File: src/rtl/font_text_renderer_if.sv
// font_text_renderer_if: pixel-stream inputs and glyph outputs of the text renderer
interface font_text_renderer_if #(parameter int NUM_CHARS = 4);
  logic                   frame_tick;
  logic                   video_on;
  logic [9:0]             pixel_x;
  logic [9:0]             pixel_y;
  logic [2*NUM_CHARS-1:0] text;
  logic                   blink_en;
  logic                   pixel_on;
  logic                   text_on;
  logic                   valid;
  modport master (
    output frame_tick, video_on, pixel_x, pixel_y, text, blink_en,
    input  pixel_on, text_on, valid
  );
  modport slave (
    input  frame_tick, video_on, pixel_x, pixel_y, text, blink_en,
    output pixel_on, text_on, valid
  );
endinterface

File: src/rtl/font_text_renderer.sv
// font_text_renderer: scaled 8x16 glyph string in a fixed window with frame-synchronous text and blink
module font_text_renderer #(
  parameter int NUM_CHARS    = 4,
  parameter int SCALE_LOG2   = 0,
  parameter int X0           = 0,
  parameter int Y0           = 0,
  parameter int BLINK_FRAMES = 30
) (
  input logic clk,
  input logic reset,
  font_text_renderer_if.slave bus
);
  localparam int W  = NUM_CHARS * 8 << SCALE_LOG2;
  localparam int H  = 16 << SCALE_LOG2;
  localparam int BW = BLINK_FRAMES > 1 ? $clog2(BLINK_FRAMES) : 1;
  localparam logic [127:0] G_R = 128'hFFFFC3C3C3C3FFFFF0F8FCDCCEC7C7C3;
  localparam logic [127:0] G_E = 128'hFFFFFFC0C0C0FCFCC0C0C0C0C0FFFFFF;
  localparam logic [127:0] G_D = 128'hFCFEC7C3C3C3C3C3C3C3C3C3C3C7FEFC;
  logic [2*NUM_CHARS-1:0] shadow;
  logic [BW-1:0]          cnt;
  logic                   phase;
  logic [11:0]            dx, dy;
  logic [9:0]             rx;
  logic [3:0]             row;
  logic                   in_win;
  logic [1:0]             code;
  logic                   win1, vo1;
  logic [1:0]             code1;
  logic [3:0]             row1;
  logic [2:0]             col1;
  logic [7:0]             bits;
  // Window test via 12-bit difference: the borrow bit catches pixels left of / above the window
  always_comb begin
    dx     = {2'b00, bus.pixel_x} - 12'(X0);
    dy     = {2'b00, bus.pixel_y} - 12'(Y0);
    in_win = !dx[11] && dx[10:0] < 11'(W) && !dy[11] && dy[10:0] < 11'(H);
    rx     = dx[9:0] >> SCALE_LOG2;
    row    = 4'(dy[9:0] >> SCALE_LOG2);
    code   = '0;
    for (int i = 0; i < NUM_CHARS; i++)
      if (in_win && rx[9:3] == 7'(i)) code = shadow[2*i +: 2];
  end
  // Glyph ROM row lookup; row 0 is the most significant byte of each table
  always_comb begin
    bits = code1 == 2'd1 ? G_R[{~row1, 3'b000} +: 8] :
           code1 == 2'd2 ? G_E[{~row1, 3'b000} +: 8] :
           code1 == 2'd3 ? G_D[{~row1, 3'b000} +: 8] : 8'h00;
  end
  // Text shadow and blink counter advance only on frame boundaries
  always_ff @(posedge clk) begin
    if (reset) begin
      shadow <= '0;
      cnt    <= '0;
      phase  <= 1'b0;
    end else if (bus.frame_tick) begin
      shadow <= bus.text;
      cnt    <= cnt == BW'(BLINK_FRAMES - 1) ? '0 : cnt + 1'b1;
      phase  <= phase ^ (cnt == BW'(BLINK_FRAMES - 1));
    end
  end
  // Two-stage pixel pipeline: address/code capture, then ROM bit select and gating
  always_ff @(posedge clk) begin
    if (reset) begin
      win1         <= 1'b0;
      vo1          <= 1'b0;
      code1        <= '0;
      row1         <= '0;
      col1         <= '0;
      bus.pixel_on <= 1'b0;
      bus.text_on  <= 1'b0;
      bus.valid    <= 1'b0;
    end else begin
      win1         <= in_win;
      vo1          <= bus.video_on;
      code1        <= code;
      row1         <= row;
      col1         <= rx[2:0];
      bus.pixel_on <= bits[~col1] & win1 & vo1 & ~(bus.blink_en & phase);
      bus.text_on  <= win1 & vo1;
      bus.valid    <= vo1;
    end
  end
endmodule

File: src/flat_wrapper.sv
// flat-port wrapper written by rule: the top's interface ports become plain ports
module font_text_renderer_flat 
#(
  parameter int NUM_CHARS    = 4,
  parameter int SCALE_LOG2   = 0,
  parameter int X0           = 0,
  parameter int Y0           = 0,
  parameter int BLINK_FRAMES = 30
)
  (clk, reset, bus_frame_tick, bus_video_on, bus_pixel_x, bus_pixel_y, bus_text, bus_blink_en, bus_pixel_on, bus_text_on, bus_valid);
  font_text_renderer_if #(.NUM_CHARS(NUM_CHARS)) bus_i ();
  input logic clk;
  input logic reset;
  input wire logic [$bits(bus_i.frame_tick)-1:0] bus_frame_tick;
  input wire logic [$bits(bus_i.video_on)-1:0] bus_video_on;
  input wire logic [$bits(bus_i.pixel_x)-1:0] bus_pixel_x;
  input wire logic [$bits(bus_i.pixel_y)-1:0] bus_pixel_y;
  input wire logic [$bits(bus_i.text)-1:0] bus_text;
  input wire logic [$bits(bus_i.blink_en)-1:0] bus_blink_en;
  output wire logic [$bits(bus_i.pixel_on)-1:0] bus_pixel_on;
  output wire logic [$bits(bus_i.text_on)-1:0] bus_text_on;
  output wire logic [$bits(bus_i.valid)-1:0] bus_valid;
  assign bus_i.frame_tick = bus_frame_tick;
  assign bus_i.video_on = bus_video_on;
  assign bus_i.pixel_x = bus_pixel_x;
  assign bus_i.pixel_y = bus_pixel_y;
  assign bus_i.text = bus_text;
  assign bus_i.blink_en = bus_blink_en;
  assign bus_pixel_on = bus_i.pixel_on;
  assign bus_text_on = bus_i.text_on;
  assign bus_valid = bus_i.valid;
  font_text_renderer #(.NUM_CHARS(NUM_CHARS), .SCALE_LOG2(SCALE_LOG2), .X0(X0), .Y0(Y0), .BLINK_FRAMES(BLINK_FRAMES)) u_core (.clk(clk), .reset(reset), .bus(bus_i));
endmodule
File: config.mk
export PLATFORM = sky130hd
export DESIGN_NAME = font_text_renderer_flat
export DESIGN_NICKNAME = d
export VERILOG_FILES = /design/src/rtl/font_text_renderer_if.sv /design/src/rtl/font_text_renderer.sv /design/src/flat_wrapper.sv
export SDC_FILE = /design/constraint.sdc
export NUM_CORES = 1
export LEC_CHECK = 0
export ABC_CLOCK_PERIOD_IN_PS = 2300
export BUFFER_PORTS_ARGS = -buffer_cell sky130_fd_sc_hd__buf_2
export CAP_MARGIN = 20
export CORE_MARGIN = 2
export CORE_UTILIZATION = 51
export CTS_CLUSTER_DIAMETER = 150
export DETAILED_ROUTE_END_ITERATION = 8
export PLACE_DENSITY = 0.77
export SLEW_MARGIN = 20
export SYNTH_ARGS = -nofsm -noshare
export SYNTH_HDL_FRONTEND = slang
export SYNTH_SLANG_ARGS = --single-unit
File: constraint.sdc
create_clock -name clk -period 2.3 [get_ports clk]
set_input_delay 0 -clock clk [delete_from_list [all_inputs] [get_ports clk]]
set_output_delay 0 -clock clk [all_outputs]
set_load 0.03 [all_outputs]
==> results of run 1 <==
-- cell type report --
class | instances | area share (%)
inverter | 5 | 1.05
timing repair buffer | 57 | 22.0
clock buffer | 4 | 2.03
multi-input combinational | 105 | 41.5
sequential | 28 | 31.4
tap | 30 | 2.10
-- cell families (layout without fill, tap and decap cells) --
group,count (synthesis),after routing,share of synthesized area [%]
simple gates,54,54,20.8
xor+xnor,5,5,3.18
mux,12,12,10.5
flops,28,28,40.7
compound gates,28,28,13.8
fa+ha+maj,6,6,5.44
buf+inv,14,66,5.63
-- path summary, 6_finish.rpt --
path | startpoint | endpoint | slack (ns)
worst min register to register | u_core.win1 | u_core.bus.text_on | 0.47
worst max-delay path | bus_pixel_x[9] | u_core.win1 | 0.23
worst max register to register | u_core.row1[2] | u_core.bus.pixel_on | 0.24
worst min-delay path | bus_pixel_y[5] | u_core.code1[0] | 0.008
-- stage by stage --
stage	instances	hold WS (ns)	util, %	area, um2
after floorplan	147	0.0791	-	1380
after global placement	204	0.206	61.1	1540
after detailed placement	204	0.216	61.1	1540
after CTS	229	0.00360	70.8	1790
after global routing	229	0.0196	70.8	1790
final	229	0.00796	70.8	1790
-- worst max-delay path, cell delays in order --
cell,delay (ns)
dlygate4sd3_1,0.55
buf_2,0.12
nor4_1,0.29
dlygate4sd3_1,0.63
nand3_1,0.13
dlygate4sd3_1,0.59
inv_1,0.05
-- sequential cells by signal (all words and copies together), names as in the netlist, 2 cells and up --
signal / cells
u_core.cnt: 5
u_core.shadow: 8
u_core.code1: 2
u_core.row1: 4
u_core.col1: 3
-- cells in the final DEF, fill, tap and decap left out, types with 2 or more instances in the layout --
| cell | Yosys | routed |
|---|---|---|
| nand4_1 | 3 | 3 |
| and2_1 | 2 | 2 |
| mux2i_1 | 10 | 10 |
| nor4_1 | 4 | 4 |
| o211ai_1 | 2 | 2 |
| o22ai_1 | 2 | 2 |
| clkbuf_4 | 0 | 3 |
| a21oi_1 | 5 | 5 |
| inv_1 | 5 | 5 |
| nand3_1 | 3 | 3 |
| mux4_2 | 2 | 2 |
| nor2_1 | 17 | 17 |
| dfxtp_1 | 28 | 28 |
| nand2_1 | 6 | 6 |
| a31oi_1 | 3 | 3 |
| nor2b_1 | 12 | 12 |
| xor2_1 | 3 | 3 |
| buf_2 | 2 | 35 |
| dlygate4sd3_1 | 0 | 21 |
| ha_1 | 6 | 6 |
| xnor2_1 | 2 | 2 |
| o21ai_0 | 7 | 7 |
-- metal layers --
metal,up-vias,global-route usage (%),routed length [um]
li1,619,-,-
met5,-,0,0
met2,31,39.2,1620
met4,0,8.16,74
met1,553,23.0,1230
met3,10,3.02,79
-- power by group through the flow --
| stage | registers (mW) | clock network [mW] | logic [mW] |
|---|---|---|---|
| global route | 0.532 | 0.261 | 0.158 |
| CTS | 0.527 | 0.238 | 0.140 |
| detailed placement | 0.538 | 0 | 0.115 |
| floorplan | 0.530 | 0 | 0.0820 |
| global placement | 0.536 | 0 | 0.109 |
| finish | 0.528 | 0.235 | 0.142 |
==> run summary, run 1 <==
hold path cells -> 4
worst-margin pin slew -> 0.487 ns
top cells by count, synth -> dfxtp_1 (28), nor2_1 (17), nor2b_1 (12)
CTS root buf -> clkbuf_4
Mapped Area -> 0.00138 mm2
# Max-Cap Violations -> 0
TritonCTS buffer count -> 3
DRT Pass-1 Iters -> 4
drt via density -> 5.30
DRT antenna net count -> 0
pre-CTS WS -> 0.270 ns
Setup crit end kind -> flip-flop
Vias -> 1213
Synth area leader -> dfxtp_1
PostCTS Resize Cnt -> 0
CTS Sinks -> 28
nets@finish -> 239
Longest Clk Path Bufs -> 2
hold_buf cts -> 21
Synth top area share -> 40.7%
Initial Util -> 54.7%
depth of the worst register-to-register path -> 7
share of layout cells above drive strength 1 -> 25.1%
top_reg_cell synth -> dfxtp_1
Async SR Flop Fraction -> 0%
area added between synthesis and finish -> 29.6%
crit path launch type -> input port
crit-path max FO -> 3
Cells after Synth -> 147
Boundary Pins -> 36
CTS clk-pin slew, worst paths -> 0.15 ns
WL per Instance -> 13.1 um
HPWL after DPL -> 2050 um
total power draw -> 0.905 mW
largest net degree at the start of global routing -> 21
Worst Slack Setup Final -> 0.231 ns
initial antenna violation count -> 0
Clock Latency Late Sink -> 0.33 ns
kind of critical path -> input port to flip-flop
Crit path required time -> 2.59 ns
area of the core -> 0.00252 mm2
yosys warns -> 0
chip height -> 56.0 um
Clock power frac -> 26.0%
row cnt -> 18
setup TNS -> 0 ns
vias in the first global route -> 1270
status -> complete, no violations
Sw Share -> 24.1%
Final Skew -> 0.0141 ns
FILL cells -> 204
unrepaired setup endpoints after global routing -> no
final WL -> 3000 um
syn_area_per_cell -> 9.38 um2
Die W -> 56.0 um
Die ar. -> 0.00314 mm2
Post-synth EDFFs -> 0
multi-input logic area -> 741 um2
FMAX -> 0.483 GHz
gr ovfl total -> 0
Gate power share -> 15.6%
Post-CTS Setup Inserts -> 0
final hold violation count -> 0
Final Wtd Congestion -> 0.772
Final period util -> 90.0%
CTS tree -> built
Register Area -> 561 um2
Final Setup Violations -> 0
Cell Pwr Density -> 506 mW/mm2
min cycle time layout -> 2.07 ns
# port buffers -> 35
H-Tree Depth -> 1
Worst VDD drop -> 0.333 mV
sequential fraction of the synthesis area -> 40.7%
Pint -> 0.687 mW
violation count after the first detailed-routing iteration -> 23
NetSw -> 0.218 mW
Max Transition Viols Final -> 0
HP Class -> input port to flip-flop
DRC -> 0
Synth Register Bits -> 28
Rel. slew slack -> 67.5%
Ant. Diodes -> 0
Data arrival, critical path -> 2.36 ns
gr usage total -> 20.8%
LEAKAGE -> 0.760 nW
synth unique cells -> 39
Syn Nets -> 186
top-count cell post-synth -> dfxtp_1
top post-synthesis cells by area -> dfxtp_1 (41%), mux2i_1 (7.3%), ha_1 (5.4%), nor2b_1 (5.4%), nor2_1 (4.6%)
sequential share of power -> 58.3%
first-pass GRT wire length -> 5240 um
No activity file was read; power rests on OpenSTA's default activity.
==> inputs of run 2 (changes only) <==
Settings changed: ABC_AREA set to 1, CORE_UTILIZATION 51 to 54, CTS_BUF_LIST set to sky130_fd_sc_hd__clkbuf_8, PLACE_DENSITY 0.77 to 0.81.
==> run 2 against run 1 <==
  * Sequential power shrank 1%
  * Power up 6.0%
  * Area after synthesis grew 3.4%
  * Critical endpoint is now u_core.bus.pixel_on
  * Non-clock buffer count down 6
  * Count of clock-buffer cells in the layout unchanged
  * Sequential share of layout area fell by 0.77 points
  * Maximum frequency rose by 24%
  * Global-route usage is 1.3 points lower
  * Critical path type is now flip-flop to flip-flop
  * Clock skew fell by 0.013 ns
==> run summary, run 2 <==
max reg flops -> 8 (unchanged)
Synth Register Bits -> 28 (unchanged)
Top reg by flops -> u_core.shadow (unchanged)
vias in the first global route -> 1281 (was 1270)
# Max-Cap Violations -> 0 (unchanged)
first-pass GRT wire length -> 4930 um (was 5240 um)
pre-CTS WS -> 0.638 ns (was 0.270 ns)
Layout Utilization -> 73.3% (was 70.8%)
worst-margin pin slew -> 0.320 ns (was 0.487 ns)
yosys warns -> 0 (unchanged)
total power draw -> 0.959 mW (was 0.905 mW)
Final Setup Violations -> 0 (unchanged)
Max Transition Viols Final -> 0 (unchanged)
HPWL after DPL -> 2070 um (was 2050 um)
Boundary Pins -> 36 (unchanged)
LEAKAGE -> 0.930 nW (was 0.760 nW)
Mapped Area -> 0.00143 mm2 (was 0.00138 mm2)
Initial Util -> 57.1% (was 54.7%)
Synth area leader -> dfxtp_1 (unchanged)
Synth top area share -> 39.3% (was 40.7%)
crit-path max FO -> 10 (was 3)
Die W -> 55.4 um (was 56.0 um)
FILL cells -> 202 (was 204)
FMAX -> 0.598 GHz (was 0.483 GHz)
final WL -> 2800 um (was 3000 um)
top cells by count, synth -> nor2_1 (40), nand2_1 (39), dfxtp_1 (28) (was dfxtp_1 (28), nor2_1 (17), nor2b_1 (12))
RR Startpoint -> u_core.row1[2] (unchanged)
DRC -> 0 (unchanged)
status -> complete, no violations (unchanged)
DRT antenna net count -> 0 (unchanged)
violation count after the first detailed-routing iteration -> 28 (was 23)
Post-synth EDFFs -> 0 (unchanged)
Final Skew -> 0.00129 ns (was 0.0141 ns)
Setup crit end kind -> flip-flop (unchanged)
gr ovfl total -> 0 (unchanged)
HP Class -> input port to flip-flop (unchanged)
share of layout cells above drive strength 1 -> 20.3% (was 25.1%)
Vias -> 1405 (was 1213)
top flop regs -> u_core.shadow: 8 flops, u_core.cnt: 5 flops, u_core.row1: 4 flops (unchanged)
initial antenna violation count -> 0 (unchanged)
Die ar. -> 0.00307 mm2 (was 0.00314 mm2)
chip height -> 55.4 um (was 56.0 um)
Async SR Flop Fraction -> 0% (unchanged)
Rel. slew slack -> 78.7% (was 67.5%)
synth unique cells -> 27 (was 39)
Final Wtd Congestion -> 0.880 (was 0.772)
top-count cell post-synth -> nor2_1 (was dfxtp_1)
Longest Clk Path Bufs -> 2 (unchanged)
Worst Slack Setup Final -> 0.627 ns (was 0.231 ns)
Syn Nets -> 244 (was 186)
syn_area_per_cell -> 6.96 um2 (was 9.38 um2)
sequential fraction of the synthesis area -> 39.3% (was 40.7%)
H-Tree Depth -> 1 (unchanged)
DRT Pass-1 Iters -> 4 (unchanged)
Ant. Diodes -> 0 (unchanged)
Data arrival, critical path -> 1.89 ns (was 2.36 ns)
setup TNS -> 0 ns (unchanged)
nets@finish -> 296 (was 239)
Reg2Reg Setup Slack -> 0.63 ns (was 0.24 ns)
PostCTS Resize Cnt -> 0 (unchanged)
most common cell after layout, fill and taps aside -> nor2_1 (was buf_2)
CTS root buf -> clkbuf_8 (was clkbuf_4)
largest net degree at the start of global routing -> 16 (was 21)
Crit path required time -> 2.52 ns (was 2.59 ns)
Final period util -> 72.7% (was 90.0%)
CP startpoint -> u_core.row1[2] (was bus_pixel_x[9])
Worst VDD drop -> 0.648 mV (was 0.333 mV)
unrepaired setup endpoints after global routing -> no (unchanged)
min cycle time layout -> 1.67 ns (was 2.07 ns)
worst hold start -> bus_text[0] (was bus_pixel_y[5])
top_reg_cell synth -> dfxtp_1 (unchanged)
gr usage total -> 19.5% (was 20.8%)
drt via density -> 4.91 (was 5.30)
row cnt -> 18 (unchanged)
CTS tree -> built (unchanged)
most frequent cells in the layout -> nor2_1 (40), nand2_1 (39), buf_2 (35) (was buf_2 (35), dfxtp_1 (28), dlygate4sd3_1 (21))
final hold violation count -> 0 (unchanged)
WL per Instance -> 9.80 um (was 13.1 um)
Post-CTS Setup Inserts -> 0 (unchanged)
# port buffers -> 35 (unchanged)
kind of critical path -> flip-flop to flip-flop (was input port to flip-flop)
crit path launch type -> flip-flop (was input port)
Cells after Synth -> 205 (was 147)
CTS Sinks -> 28 (unchanged)
Clock Latency Late Sink -> 0.27 ns (was 0.33 ns)
TritonCTS buffer count -> 3 (unchanged)
area added between synthesis and finish -> 28.4% (was 29.6%)
top post-synthesis cells by area -> dfxtp_1 (39%), nor2_1 (11%), nand2_1 (10%), inv_1 (6.3%), ha_1 (5.3%) (was dfxtp_1 (41%), mux2i_1 (7.3%), ha_1 (5.4%), nor2b_1 (5.4%), nor2_1 (4.6%))
Cell Pwr Density -> 524 mW/mm2 (was 506 mW/mm2)
CTS clk-pin slew, worst paths -> 0.09 ns (was 0.15 ns)
Worst Hold Slack -> 0.0231 ns (was 0.00796 ns)
area of the core -> 0.00250 mm2 (was 0.00252 mm2)
## run 2: changes by cell type in the layout (fill, tap and decap cells not counted), sizes merged, moves of 3 or more
cell and delta:
and2 -3, nand3 +4, nand2 +34, inv +26, nor2b -12, nor3 +4, nor2 +24, o21ai +7
a21oi +10, mux2i -10, nor4 -3, dlygate4sd3 -5
## run 2: final cells by class
cell class | count | area (um2) | share of cell area (%)
multi-input combinational | 141 | 709 | 38.7
timing repair buffer | 51 | 335 | 18.3
clock buffer | 4 | 55.1 | 3.01
inverter | 32 | 134 | 7.31
sequential | 28 | 561 | 30.6
tap | 30 | 37.5 | 2.05
## run 2: repair_timing
item,4_1_cts,5_1_grt
endpoints found under the hold margin,16,0
hold buffers,16,0
setup endpoints to repair,0,0
## run 2: stage by stage
stage          std cells  instance area [um2]
6_report             286                 1830
5_1_grt              286                 1830
4_1_cts              286                 1830
3_5_place_dp         266                 1620
3_3_place_gp         266                 1620
2_1_floorplan        205                 1430
## run 2: logic make-up (layout without fill, tap and decap cells)
logic type,Yosys count,count (layout),synth area share (%)
AND/OR/NAND/NOR,100,100,29.8
flip-flops,28,28,39.3
XOR/XNOR,2,2,1.23
adder cells (fa/ha/maj),6,6,5.26
buffers and inverters,36,87,11.0
AO/OA/AOI/OAI,33,33,13.4
## run 2: worst paths after layout
kind,end,cells past startpoint
max,u_core.bus.pixel_on,9
min,u_core.shadow[0],3
max reg2reg,u_core.bus.pixel_on,9
min reg2reg,u_core.bus.valid,2
## run 2: routing by layer
metal  vias up  GRT usage [%]  part of all wire, %
li1        746              -                    -
met1       613           22.2                   44
met2        42           35.9                   49
met3         4           4.22                  6.0
met4         0           5.92                 0.89
met5         -              0                    0
## run 2: worst max-delay path, cell delays in order (launching register included)
cell     delay [ns]
dfxtp_1        0.52
inv_2          0.10
ha_1           0.30
inv_2          0.06
nor2_1         0.04
nor2_1         0.11
nand3_1        0.12
a31oi_4        0.19
nand2_1        0.09
a21oi_2        0.10
## run 2: report_power, final
part | total (mW) | switching [mW] | internal (mW)
clock network | 0.305 | 0.152 | 0.153
logic | 0.132 | 0.0642 | 0.0680
registers | 0.522 | 0.0163 | 0.506
total | 0.959 | 0.232 | 0.727
